[config.mk]
export PLATFORM = sky130hd
export DESIGN_NAME = jk_bank_ctrl
export DESIGN_NICKNAME = d
export VERILOG_FILES = /design/src/rtl/jk_bank_pkg.sv /design/src/rtl/jk_cell.sv /design/src/rtl/jk_bank_ctrl.sv
export SDC_FILE = /design/constraint.sdc
export NUM_CORES = 1
export LEC_CHECK = 0
export CORE_MARGIN = 2
export CORE_UTILIZATION = 53
export DETAILED_ROUTE_END_ITERATION = 10
export HOLD_SLACK_MARGIN = 0.1
export MAX_ROUTING_LAYER = met4
export PLACE_DENSITY_LB_ADDON = 0.08
export SETUP_SLACK_MARGIN = 0.4
export SLEW_MARGIN = 0
export SYNTH_ARGS = -nofsm -noshare
export SYNTH_HDL_FRONTEND = slang
export SYNTH_SLANG_ARGS = --single-unit
export TNS_END_PERCENT = 30
[constraint.sdc]
create_clock -name clk -period 2.25 [get_ports clk]
set_input_delay 0.45 -clock clk [delete_from_list [all_inputs] [get_ports clk]]
set_output_delay 0.45 -clock clk [all_outputs]
set_load 0.005 [all_outputs]
[src/rtl/jk_bank_pkg.sv]
// Shared definitions for the JK bank sequencer: command opcodes and FSM states.
package jk_bank_pkg;

   localparam logic [1:0] OP_LOAD   = 2'b00;
   localparam logic [1:0] OP_TOGGLE = 2'b01;
   localparam logic [1:0] OP_COUNT  = 2'b10;
   localparam logic [1:0] OP_CLEAR  = 2'b11;

   typedef enum logic [1:0] {
      IDLE  = 2'b00,
      APPLY = 2'b01,
      COUNT = 2'b10,
      DONE  = 2'b11
   } state_e;

endpackage

[src/rtl/jk_cell.sv]
// One clocked JK flip-flop with asynchronous clear; q and qbar are both registered.
module jk_cell (
   input  logic clk,
   input  logic rst_n,
   input  logic j,
   input  logic k,
   output logic q,
   output logic qbar
);

   logic q_q;
   logic qbar_q;
   logic q_d;

   // JK next-state: hold, reset, set, toggle.
   always_comb begin
      q_d = q_q;
      case ({j, k})
         2'b00:   q_d = q_q;
         2'b01:   q_d = 1'b0;
         2'b10:   q_d = 1'b1;
         2'b11:   q_d = ~q_q;
         default: q_d = q_q;
      endcase
   end

   // Store q and its complement together so qbar never lags q.
   always_ff @(posedge clk or negedge rst_n) begin
      if (!rst_n) begin
         q_q    <= 1'b0;
         qbar_q <= 1'b1;
      end else begin
         q_q    <= q_d;
         qbar_q <= ~q_d;
      end
   end

   assign q    = q_q;
   assign qbar = qbar_q;

endmodule

[src/rtl/jk_bank_ctrl.sv]
// Command-driven sequencer for a bank of JK flip-flops (LOAD/TOGGLE/COUNT/CLEAR).
// Optional feature macro: JK_BANK_ABORT_EN adds cmd_abort, which ends a COUNT early.
module jk_bank_ctrl
   import jk_bank_pkg::*;
#(
   parameter int WIDTH = 4,
   parameter int CNT_W = 8
) (
   input  logic             clk,
   input  logic             rst_n,
`ifdef JK_BANK_ABORT_EN
   input  logic             cmd_abort,
`endif
   input  logic             cmd_valid,
   output logic             cmd_ready,
   input  logic [1:0]       cmd_op,
   input  logic [WIDTH-1:0] cmd_mask,
   input  logic [WIDTH-1:0] cmd_data,
   input  logic [CNT_W-1:0] cmd_len,
   output logic [WIDTH-1:0] q,
   output logic [WIDTH-1:0] qbar,
   output logic             busy,
   output logic             done
);

   localparam logic [CNT_W-1:0] CNT_ONE  = {{(CNT_W-1){1'b0}}, 1'b1};
   localparam logic [CNT_W-1:0] CNT_ZERO = {CNT_W{1'b0}};

   state_e           state_q;
   state_e           state_d;
   logic [CNT_W-1:0] cnt_q;
   logic [CNT_W-1:0] cnt_d;
   logic [1:0]       op_q;
   logic [WIDTH-1:0] mask_q;
   logic [WIDTH-1:0] data_q;
   logic             ready_q;
   logic             busy_q;
   logic             done_q;
   logic             handshake_s;
   logic             abort_s;
   logic             carry_s;
   logic [WIDTH-1:0] j_s;
   logic [WIDTH-1:0] k_s;

`ifdef JK_BANK_ABORT_EN
   assign abort_s = cmd_abort;
`else
   assign abort_s = 1'b0;
`endif

   // ready_q is only ever high in IDLE, so this is an IDLE-state handshake.
   assign handshake_s = cmd_valid & ready_q;

   // Next state and remaining-step counter.
   always_comb begin
      state_d = state_q;
      cnt_d   = cnt_q;
      case (state_q)
         IDLE: begin
            if (handshake_s) begin
               if ((cmd_op == OP_COUNT) && (cmd_len != CNT_ZERO)) begin
                  state_d = COUNT;
                  cnt_d   = cmd_len;
               end else begin
                  // LOAD/TOGGLE/CLEAR, and COUNT with zero length as a no-op.
                  state_d = APPLY;
               end
            end else begin
               state_d = IDLE;
            end
         end
         APPLY: begin
            state_d = DONE;
         end
         COUNT: begin
            if (abort_s) begin
               state_d = DONE;
            end else begin
               cnt_d = cnt_q - CNT_ONE;
               if (cnt_q == CNT_ONE) begin
                  state_d = DONE;
               end else begin
                  state_d = COUNT;
               end
            end
         end
         DONE: begin
            state_d = IDLE;
         end
         default: begin
            state_d = IDLE;
            cnt_d   = CNT_ZERO;
         end
      endcase
   end

   // Per-bit J/K drive from the latched command; all-zero means hold.
   always_comb begin
      j_s     = {WIDTH{1'b0}};
      k_s     = {WIDTH{1'b0}};
      carry_s = 1'b1;
      case (state_q)
         APPLY: begin
            case (op_q)
               OP_LOAD: begin
                  j_s = mask_q & data_q;
                  k_s = mask_q & ~data_q;
               end
               OP_TOGGLE: begin
                  j_s = mask_q;
                  k_s = mask_q;
               end
               OP_CLEAR: begin
                  j_s = {WIDTH{1'b0}};
                  k_s = {WIDTH{1'b1}};
               end
               default: begin
                  // Zero-length COUNT: leave the bank untouched.
                  j_s = {WIDTH{1'b0}};
                  k_s = {WIDTH{1'b0}};
               end
            endcase
         end
         COUNT: begin
            if (!abort_s) begin
               // Ripple-carry up-count: bit i toggles when all lower bits are one.
               for (int i = 0; i < WIDTH; i++) begin
                  j_s[i]  = carry_s;
                  k_s[i]  = carry_s;
                  carry_s = carry_s & q[i];
               end
            end else begin
               j_s = {WIDTH{1'b0}};
               k_s = {WIDTH{1'b0}};
            end
         end
         default: begin
            j_s = {WIDTH{1'b0}};
            k_s = {WIDTH{1'b0}};
         end
      endcase
   end

   // FSM state, command latches and registered handshake/status outputs.
   always_ff @(posedge clk or negedge rst_n) begin
      if (!rst_n) begin
         state_q <= IDLE;
         cnt_q   <= CNT_ZERO;
         op_q    <= OP_LOAD;
         mask_q  <= {WIDTH{1'b0}};
         data_q  <= {WIDTH{1'b0}};
         ready_q <= 1'b0;
         busy_q  <= 1'b0;
         done_q  <= 1'b0;
      end else begin
         state_q <= state_d;
         cnt_q   <= cnt_d;
         if (handshake_s) begin
            op_q   <= cmd_op;
            mask_q <= cmd_mask;
            data_q <= cmd_data;
         end
         ready_q <= (state_d == IDLE);
         busy_q  <= (state_d != IDLE);
         done_q  <= (state_d == DONE);
      end
   end

   // The storage bank: one JK cell per bit.
   for (genvar g = 0; g < WIDTH; g++) begin : g_cell
      jk_cell u_cell (
         .clk  (clk),
         .rst_n(rst_n),
         .j    (j_s[g]),
         .k    (k_s[g]),
         .q    (q[g]),
         .qbar (qbar[g])
      );
   end

   assign cmd_ready = ready_q;
   assign busy      = busy_q;
   assign done      = done_q;

endmodule

# After elaboration in Yosys (flattened, before gate mapping)
# Cells that the tools add are included.
[op_classes] n_mux=15 eq_ne=22 n_reduce_logical=12 n_bitwise=14 add_sub_neg=1
[ops] operator="$eq 2x2->1 const B" count=13
[ops] operator="$pmux 4 s2" count=3
[ops] operator="$mux 8" count=2
[ops] operator="$pmux 1 s4" count=4
[ops] operator="$pmux 8 s2" count=1
[ops] operator="$logic_not 2->1" count=7
[ops] operator="$eq 2x1->1 const B" count=6
[ops] operator="$pmux 4 s3" count=1
[ops] operator="$and 4x4->4" count=2
[ops] operator="$eq 8x1->1 const B" count=1
[ops] operator="$not 1->1" count=8
[ops] operator="$pmux 2 s4" count=1
[ops] operator="$reduce_bool 8->1" count=1
[ops] operator="$sub 8x1->8 const B" count=1
[ops] operator="$mux 2" count=2
[ops] operator="$ne 2x2->1 const B" count=2
[ops] operator="$not 4->4" count=1
[ops] operator="$reduce_bool 2->1" count=2
[ops] operator="$and 1x1->1" count=3
[ops] operator="$reduce_and 3->1" count=1
[ops] operator="$logic_and 1x1->1" count=1
[ops] operator="$mux 1" count=1
[word_totals] input_bits=21 out_inout_bits=11 reg_bits=31 word_cells=80

# Logic depth before layout (Yosys ltp)
# Gate-level depths: netlist of run 1.
[logic_depth] depth_word=7 mapped_depth=8 depth_no_buf=6

# Cells and area by module
# From an unflattened synthesis of run 1, not the netlist that was laid out.
[unflattened] hier_cells=165 area_unflattened_um2=1670.4
[modules_own_cells] mod="jk_bank_ctrl" n_inst=1 area_per_inst_um2=1400.1 seq_area_each_um2=575.6 cells_each=145
[modules_own_cells] mod="jk_cell" n_inst=4 area_per_inst_um2=67.6 seq_area_each_um2=51.3 cells_each=5

# Worst setup path before layout of run 1
# No wires, ideal clock.
[synth_path] kind="reg-to-reg" startpoint="reg state_q[0]" endpoint="reg cnt_q[5]" setup_ns=0.136 period_less_slack_ns=1.655 t_arrival_ns=1.519 n_path_buf=2 path_stages_with_launch=8 t_required_ns=2.114 slack_ns=0.595 cell_sequence="dfrtp_1 > inv_1 > ha_1 > clkbuf_1 > clkbuf_1 > nand2_1 > a2111oi_0 > nor3_1"
[synth_via] elab_chain_cells=3 elab_cells_between_ends=7 cone_classes="eq/ne (3); mux (1); reduce/logical (3)"
[synth_rtl] element="from (decl)" line="jk_bank_ctrl.sv:29" text="state_e state_q;"
[synth_rtl] element="from (signal assigned)" line="jk_bank_ctrl.sv:156" text="state_q <= state_d;"
[synth_rtl] element="$eq 2x2->1 / $logic_not 2->1 (equally long branches)" line="jk_bank_ctrl.sv:58" text="case (state_q)"
[synth_rtl] element="$reduce_bool 2->1 (no source line) / $ne 2x2->1 (equally long branches)"
[synth_rtl] element="$reduce_and 3->1 (no source line)"
[synth_rtl] element="to (signal assigned)" line="jk_bank_ctrl.sv:157" text="cnt_q <= cnt_d;"
[synth_rtl] element="to (decl)" line="jk_bank_ctrl.sv:31" text="logic [CNT_W-1:0] cnt_q;"
# Several ways; a longest one is shown, not always the timed one.
# A chain may end at the register's enable or synchronous reset.

# Worst setup path after layout of run 1
[layout_path] startpoint="reg g_cell[3].u_cell.qbar_q" endpoint="out qbar[3]"
[layout_lines] element="from (decl)" line="jk_cell.sv:12" text="logic qbar_q;"
[layout_lines] element="from (signal assigned)" line="jk_cell.sv:34" text="qbar_q <= ~q_d;"
[layout_lines] element="to (decl)" line="jk_bank_ctrl.sv:21" text="output logic [WIDTH-1:0] qbar,"
# No word-level cell between the ends.

==> results of run 1 <==
layer usage:
metal	vias up	GRT usage (%)	routed length [um]
li1	797	-	-
met3	11	5.18	280
met5	-	-	0
met4	0	6.52	97
met2	68	36.1	2260
met1	850	35.1	2130
flip-flops by register name (all words and copies together) (netlist names):
signal	cells
state_q	2
mask_q	4
op_q	2
cmd_ready	1
busy	1
g_cell.u_cell.qbar	4
data_q	4
g_cell.u_cell.q	4
done	1
cnt_q	8
cell usage after synthesis, drive strengths merged (2+ instances only):
master and n:
a2111oi 3, a211o 2, a211oi 2, a21oi 9
a31o 3, a31oi 8, buf 11, clkbuf 8
dfrtp 27, dfstp 4, ha 6, inv 7
mux2 11, nand2 11, nand2b 3, nand3 4
nand4 4, nand4b 2, nor2 11, nor2b 2
nor3 5, nor3b 2, nor4 3, nor4b 2
o2111ai 2, o21ai 13, o221ai 3, o31ai 2
or3 5
cell families (layout without fill, tap and decap cells):
kind of cell	Yosys count	after routing	synth area share, %
AOI/OAI and AO/OA	57	58	21.4
adders and majority gates	6	6	4.01
buffers and inverters	27	67	7.68
DFF	31	31	41.7
muxes	11	11	6.61
and+or+nand+nor	57	57	18.6
path summary, 6_finish.rpt:
kind / endpoint
setup reg to reg: cnt_q[7]$_DFFE_PN0P_
max in group asynchronous: g_cell[3].u_cell.qbar$_DFF_PN1_
hold / removal: g_cell[1].u_cell.q$_DFF_PN0_
min in group clk: g_cell[3].u_cell.q$_DFF_PN0_
setup / recovery: qbar[3]
hold reg to reg: g_cell[3].u_cell.q$_DFF_PN0_
metrics by stage:
| step | instance area (um^2) | std cells | setup WS (ns) | total power, mW |
|---|---|---|---|---|
| after floorplan | 1870 | 189 | 0.595 | 1.88 |
| after global placement | 2180 | 254 | 0.0219 | 2.17 |
| after detailed placement | 2180 | 254 | -0.0140 | 2.25 |
| after CTS | 2280 | 262 | 0.360 | 2.72 |
| after global routing | 2460 | 276 | 0.377 | 3.14 |
| final | 2460 | 276 | 0.427 | 2.94 |
area by class of cell:
class | count | area [um^2] | area share [%]
Multi-Input combinational cell | 132 | 1020 | 41.4
Clock inverter | 2 | 35.0 | 1.42
Sequential cell | 31 | 781 | 31.7
Timing Repair Buffer | 51 | 480 | 19.5
Inverter | 8 | 37.5 | 1.52
Tap cell | 46 | 57.6 | 2.34
Clock buffer | 6 | 51.3 | 2.08
power groups by stage:
| stage | Sequential [mW] | Clock (mW) | Combinational [mW] |
|---|---|---|---|
| 2_1_floorplan | 0.988 | 0 | 0.891 |
| 3_3_place_gp | 1.09 | 0 | 1.09 |
| 3_5_place_dp | 1.11 | 0 | 1.14 |
| 4_1_cts | 1.10 | 0.470 | 1.16 |
| 5_1_grt | 1.16 | 0.508 | 1.48 |
| 6_report | 1.12 | 0.470 | 1.34 |
what timing repair did:
action / 4_1_cts / 5_1_grt
gates resized for setup: 2 / 22
setup buffers: 0 / 13
gates cloned: 0 / 1
endpoints found under the hold margin: 0 / 0
pin swaps: 0 / 5
hold buffers: 0 / 0
endpoints found under the setup margin: 3 / 17
==> run summary, run 1 <==
Clock latency on the worst-skew pair: 0.34 ns
Unrepaired setup endpoints after global routing: yes
Yosys Warn Count: 0
Critical Path Max Stage Delay: 0.54 ns
Post-synthesis average cell area: 9.92 um^2
Initial core utilization: 55.7%
Initial antenna violation count: 0
Worst path buffer plus inverter count: 1
Fin nets: 256
Share of post-route cells with drive strength above 1: 27.0%
Die height: 63.5 um
Area share of the largest cell type after synthesis: 36.0%
Post-DP HPWL: 3.15 mm
Final setup fails: 0
Port bufs: 31
Mean routed wirelength per cell: 17.3 um
PwrDens: 1190 nW/um^2
Syn nets: 216
CP Class: reg -> out
Post-synthesis cell area: 1870 um^2
Worst EP arrival: 1.37 ns
# fillers: 273
Critical path, cell by cell: clkdlybuf4s50_1
Share of flip-flops with an asynchronous set or reset: 100%
Slew Limit Fails: 0
Io pins: 32
Diodes inserted: 0
FP Rows: 21
Worst reg2reg startpoint: state_q[1]$_DFF_PN0_
Setup TNS: 0 ns
Wire length of the first global-routing pass: 7.53 mm
Crit. End Element: output pin
Relative slew margins: 66.7%
CTS Buffer Depth: 2
FMAX: 0.549 GHz
Post-synth EDFFs: 0
FF-to-FF path depth: 6
CTS clk-pin slew, worst paths: 0.11 ns
Via count: 1726
Number of global-route vias before repair: 1523
Clock Power Share: 16.0%
Final min period: 1.82 ns
Die footprint: 4030 um^2
CP max-delay cell: dfstp_2
Top FF cell, synth: dfrtp_1
Largest net degree at the start of global routing: 32
Hold slack: 0.504 ns
Outcome: finished clean
Via density: 6.25
Commonest cells after routing, fill and taps aside: dfrtp_1, clkdlybuf4s50_1, buf_4, o21ai_0
Final worst-path cycle share: 81.0%
Skew final: 0.0145 ns
Pint: 1.81 mW
Hold Vio Cnt, Final: 0
Seq cells post-synth: 31
Post-DRT Antenna Nets: 0
Pleak: 1.04 nW
Dominant cells by area after synthesis: dfrtp_1, mux2_2, dfstp_2
Hold/Removal Path Class: in -> async
Max-cap violations: 0
H-tree Lvls: 2
CTS tree: done
DRC Markers: 0
CTS Buf Count: 5
Netlist cell types: 51
Post-Syn Instances: 189
Most common cell after layout, fill and taps aside: dfrtp_1
R2R Setup Slk: 0.43 ns
Core area: 3360 um^2
Syn-to-layout area delta: 31.4%
Sequential share of the synthesized area: 41.7%
Net Switching: 1.12 mW
Crit. path cell count: 1
Pre-antenna DRT Iters: 4
CP delay by family, top: flip-flops
Crit. Startpoint: g_cell[3].u_cell.qbar$_DFF_PN1_
Total gr overflow: 0
Worst endpoint required time: 1.80 ns
Peak supply drop: 0.599 mV
Combinational power share: 45.8%
Die W: 63.5 um
Clock Sinks: 31
Sw Share: 38.2%
Root Buffer: clkbuf_4
Final Core Density: 73.3%
CP max FO: 1
CP Launch Type: flip-flop
WL final: 4.77 mm
Total GRT Usage: 24.7%
Flop pwr share: 38.2%
GP Congestion: 0.782
Most area-hungry cell type in the Yosys netlist: dfrtp_1
DRT iter0 DRCs: 118
Tightest Pin Transition: 0.487 ns
Power figures use the tool's default switching activity.
==> run 2: changes to the inputs <==
- clock period: 2.25 -> 1.87 ns (I/O delays scaled with it)
==> run 2 against run 1 <==
- global-route usage is 1.4 points higher
- final cell count is 6.5% higher
- clock-buffer cell count is 1 higher
- wire length is 6.9% higher
- first-iteration DRC count is 25% higher
- critical path type is now reg -> reg
- critical endpoint is now cnt_q[7]$_DFFE_PN0P_
==> run summary, run 2 (synthesis gave the netlist of run 1 again) <==
Total gr overflow: 0
Most common cell after layout, fill and taps aside: buf_4
CTS Buf Count: 5
Relative slew margins: 68.7%
Clock Power Share: 12.9%
Via density: 6.01
Number of global-route vias before repair: 1734
Pint: 2.25 mW
FF-to-FF End: cnt_q[7]$_DFFE_PN0P_
Largest register FFs: 8
GP Congestion: 0.915
Hold slack: 0.396 ns
WL final: 5.10 mm
Mean routed wirelength per cell: 17.3 um
Final setup fails: 0
Hold/Removal Path Class: in -> async
Total GRT Usage: 26.1%
Clock latency on the worst-skew pair: 0.36 ns
Worst endpoint required time: 2.17 ns
Pre-antenna DRT Iters: 4
Peak supply drop: 0.744 mV
Max-cap violations: 0
Core area: 3360 um^2
Slew Limit Fails: 0
R2R Setup Slk: 0.20 ns
Hold Vio Cnt, Final: 0
FP Rows: 21
Pleak: 1.11 nW
Sw Share: 39.4%
Port bufs: 31
Final min period: 1.67 ns
Largest net degree at the start of global routing: 32
CTS tree: done
Critical path endpoint: cnt_q[7]$_DFFE_PN0P_
FF-to-FF path depth: 4
Die W: 63.5 um
Setup TNS: 0 ns
Skew final: 0.0122 ns
Wire length of the first global-routing pass: 7.82 mm
Diodes inserted: 0
PwrDens: 1370 nW/um^2
Via count: 1768
Io pins: 32
CTS Buffer Depth: 2
Post-DRT Antenna Nets: 0
Largest reg by FF count: cnt_q
Initial core utilization: 55.7%
Worst EP arrival: 1.97 ns
Tightest Pin Transition: 0.469 ns
Post-DP HPWL: 3.37 mm
Initial antenna violation count: 0
CP Launch Type: flip-flop
Root Buffer: clkbuf_4
DRT iter0 DRCs: 147
Worst reg2reg startpoint: cnt_q[0]$_DFFE_PN0P_
Flop pwr share: 35.8%
Share of post-route cells with drive strength above 1: 39.9%
Crit. Startpoint: cnt_q[0]$_DFFE_PN0P_
Fin nets: 274
Outcome: finished clean
Clock Sinks: 31
CTS clk-pin slew, worst paths: 0.11 ns
Unrepaired setup endpoints after global routing: yes
Net Switching: 1.46 mW
Commonest cells after routing, fill and taps aside: buf_4, dfrtp_1, clkdlybuf4s50_1, dlygate4sd2_1, nand2_1
Die height: 63.5 um
Syn-to-layout area delta: 44.5%
Final worst-path cycle share: 89.1%
FMAX: 0.600 GHz
CP Class: reg -> reg
Combinational power share: 51.3%
H-tree Lvls: 2
DRC Markers: 0
Crit. End Element: flip-flop
CP max FO: 6
Die footprint: 4030 um^2
run 2: cell type report:
type	count	area (um^2)
repair buffers	70	642
fillers	226	656
multi-input cells	131	1120
well taps	46	57.6
flip-flops and latches	31	783
inverters	8	36.3
clock buffers	7	65.1
clock inverters	1	7.51
run 2: stage by stage:
stage | setup slack (ns) | area, um^2 | utilization [%] | power [mW] | instances
after floorplan | 0.354 | 1930 | - | 2.32 | 189
after global placement | -0.215 | 2330 | 69.4 | 2.75 | 269
after detailed placement | -0.247 | 2330 | 69.4 | 2.83 | 269
after CTS | 0.208 | 2540 | 75.6 | 3.47 | 287
after global routing | 0.159 | 2710 | 80.5 | 3.94 | 294
final | 0.204 | 2710 | 80.5 | 3.71 | 294
run 2: power groups by stage:
stage,Combinational [mW],Sequential [mW],Clock [mW]
after global routing,2.05,1.37,0.527
after floorplan,1.13,1.19,0
after CTS,1.68,1.30,0.483
final,1.90,1.33,0.477
after detailed placement,1.49,1.34,0
after global placement,1.44,1.31,0
run 2: timing repair:
action / CTS / global route
pin swaps: 10 / 10
resized for setup: 35 / 28
hold buffers: 0 / 0
buffers inserted: 10 / 7
endpoints found under the setup margin: 31 / 32
run 2: worst min path at each step:
stage	to	cells after the start	slack (ns)	from
CTS	cnt_q[1]$_DFFE_PN0P_	2	0.42	rst_n
detailed placement	mask_q[2]$_DFFE_PN0P_	1	0.53	mask_q[2]$_DFFE_PN0P_
global placement	g_cell[3].u_cell.q$_DFF_PN0_	1	0.50	g_cell[3].u_cell.q$_DFF_PN0_
finish	cnt_q[7]$_DFFE_PN0P_	2	0.40	rst_n
global route	g_cell[1].u_cell.q$_DFF_PN0_	2	0.44	rst_n
floorplan	busy$_DFF_PN0_	0	0.08	rst_n
run 2: per-layer routing:
| layer | up-vias | GRT usage, % | share of wire, % |
|---|---|---|---|
| met5 | - | - | 0 |
| met4 | 0 | 10.6 | 1.9 |
| met3 | 11 | 6.96 | 6.5 |
| met2 | 73 | 39.9 | 48 |
| met1 | 860 | 32.9 | 44 |
| li1 | 824 | - | - |
run 2: critical path, stage by stage, from the launching register on:
cell and delay [ns]:
dfrtp_2 0.47, or4_4 0.57, o21ai_0 0.23, o311a_1 0.19, and3_1 0.14
==> patch: new RTL, settings of run 2 <==
Reset style: synchronous (`rst_n`), changed in 2 clocked blocks. Comments in the files are not updated.
--- a/src/rtl/jk_cell.sv
+++ b/src/rtl/jk_cell.sv
@@ -26,5 +26,5 @@
 
    // Store q and its complement together so qbar never lags q.
-   always_ff @(posedge clk or negedge rst_n) begin
+   always_ff @(posedge clk) begin
       if (!rst_n) begin
          q_q    <= 1'b0;
--- a/src/rtl/jk_bank_ctrl.sv
+++ b/src/rtl/jk_bank_ctrl.sv
@@ -143,5 +143,5 @@
 
    // FSM state, command latches and registered handshake/status outputs.
-   always_ff @(posedge clk or negedge rst_n) begin
+   always_ff @(posedge clk) begin
       if (!rst_n) begin
          state_q <= IDLE;
Check against the original RTL: differs if rst_n is asserted again (counterexample within 4 cycles, from zero or initial values and one cycle with rst_n low); with rst_n held inactive, the same outputs for 10 cycles.
==> patch against run 2 <==
Setup slack improved by 0.068 ns; area after synthesis fell by 12%; design area fell by 18%; first-iteration DRC count fell by 26%; count of clock-buffer cells in the layout fell by 1; global-route usage rose by 0.26 points; synthesized cell count rose by 7.9%; sequential share of layout area fell by 0.66 points; final cell count fell by 6.1%; routed wire length fell by 20%; sequential cell count did not move.
Power is not compared: it rests on default switching activity, and its combinational part moved more than twofold at a synthesized area within 25%.
==> patch: results (changes against run 2) <==
Fin Clk Skew 0.00260 ns (-0.00964 ns); GR Util All Layers 0.263 (+0.00259); Post-Syn Area per Cell 8.10 um2 (-18%); # diodes 0 (unchanged); gpl congestion 0.896 (-2.0%); final WL 4090 um (-20%); CTS root buffer clkbuf_4; Pre-antenna DRT Iters 4 (unchanged); critical path's top delay family compound AO/OA/AOI/OAI gates; ys async rst share 0 (-1.00); initial antenna violation count 0 (unchanged); cts bufs inserted 5 (unchanged); dpl hpwl 2870 um (-15%); most frequent cells after synthesis dfxtp_1 (31), nand2_1 (31), a21oi_1 (26), o21ai_0 (12), nor2_1 (10); Seq/Total Area, Yosys 0.376 (-0.0408); dpl cells 262 (-2.6%); CP max stage cell dfxtp_2; biggest cell delay along the critical path 0.35 ns (-0.22 ns); IO buf count 31 (unchanged); IR drop worst, VDD 442 uV; pre-CTS WS -0.327 ns (-0.0799 ns); Yosys warning count 0 (unchanged); Top FF cell, synth dfxtp_1; Worst-Margin Slew 0.695 ns (+0.226 ns); DR WL/cell 14.8 um (-15%); vias per cell 5.79 (-3.7%); 1st-iter DRT viols 109 (-26%); first-pass GRT wire length 6840 um (-12%); net count of the mapped netlist 231 (+6.9%); layout cell share with drive strength beyond 1 0.235 (-0.165); LEAKAGE 0.000829 uW; clock transition at the registers of the reported paths 0.09 ns (-0.02 ns); crit path max fanout 4 (-2); largest net degree at the start of global routing 22 (-31%); Area after DPL 2000 um2 (-14%); max reg flops 8 (unchanged); Psw 338 uW; Biggest register cnt_q; Critical Path AT 1.79 ns (-0.18 ns); worst skew pair latency 0.33 ns (-0.03 ns); Synth area leaders dfxtp_1 (38%), a21oi_1 (7.9%), nand2_1 (7.0%); Yosys cell types 41 (-20%); H-tree depth 2 (unchanged); CTS Buffer Depth 2 (unchanged); Nets 270 (-1.5%); status complete, no violations; vias in the first global route 1,526 (-12%); Hold Path Class in2reg
==> patch: per-stage QoR <==
step                setup TNS, ns  hold slack [ns]
finish                          0            0.428
global route                    0            0.441
CTS                             0            0.427
detailed placement          -2.22            0.462
global placement            -1.38            0.449
floorplan                       0            0.440
==> patch: cells by family after synthesis <==
group                    count (synthesis)  synth area share
AO/OA/AOI/OAI                           72             0.290
AND/OR/NAND/NOR                         66             0.192
flip-flops                              31             0.376
buffers and inverters                   27            0.0848
adder cells (fa/ha/maj)                  6            0.0455
multiplexers                             2            0.0121
==> patch: routing by layer <==
| layer | vias up | GRT usage | share of wire |
|---|---|---|---|
| li1 | 797 | - | - |
| met1 | 728 | 0.305 | 0.43 |
| met2 | 65 | 0.438 | 0.49 |
| met3 | 9 | 0.0693 | 0.063 |
| met4 | 0 | 0.0921 | 0.015 |
| met5 | - | - | 0 |
==> patch: area by class of cell <==
class / count / area [um2]
clock buffers: 6 / 41.3
clock inverters: 1 / 30.0
fillers: 225 / 781
inverters: 8 / 35.0
multi-input cells: 146 / 990
flip-flops and latches: 31 / 628
well taps: 33 / 41.3
repair buffers: 51 / 457
==> patch: path summary, 6_finish.rpt <==
kind                                              from                endpoint  slack [ns]  cells past startpoint
worst min-delay path                         cmd_op[0]    op_q[0]$_SDFFE_PN0P_        0.43                      3
worst min register to register  mask_q[1]$_SDFFE_PN0P_  mask_q[1]$_SDFFE_PN0P_        0.47                      2
worst max-delay path             state_q[1]$_SDFF_PN0_   cnt_q[3]$_SDFFE_PN0P_        0.27                      8
worst max register to register   state_q[1]$_SDFF_PN0_   cnt_q[3]$_SDFFE_PN0P_        0.27                      8
==> patch: tightest hold or removal path, stage by stage <==
cell,delay [ns]
dlygate4sd2_1,0.24
nand2_1,0.05
a21oi_1,0.05
==> patch: timing repair <==
action / in CTS / in global routing
buffers inserted: 6 / 0
cloned: 1 / 0
gates resized for setup: 43 / 6
pin swaps: 7 / 0
setup endpoints to repair: 31 / 29
==> patch: power by group through the flow <==
stage,combinational (uW),sequential [uW],clock (uW)
2_1_floorplan,103,709,0
3_3_place_gp,188,714,0
3_5_place_dp,192,715,0
4_1_cts,204,702,501
5_1_grt,228,706,523
6_report,208,702,493
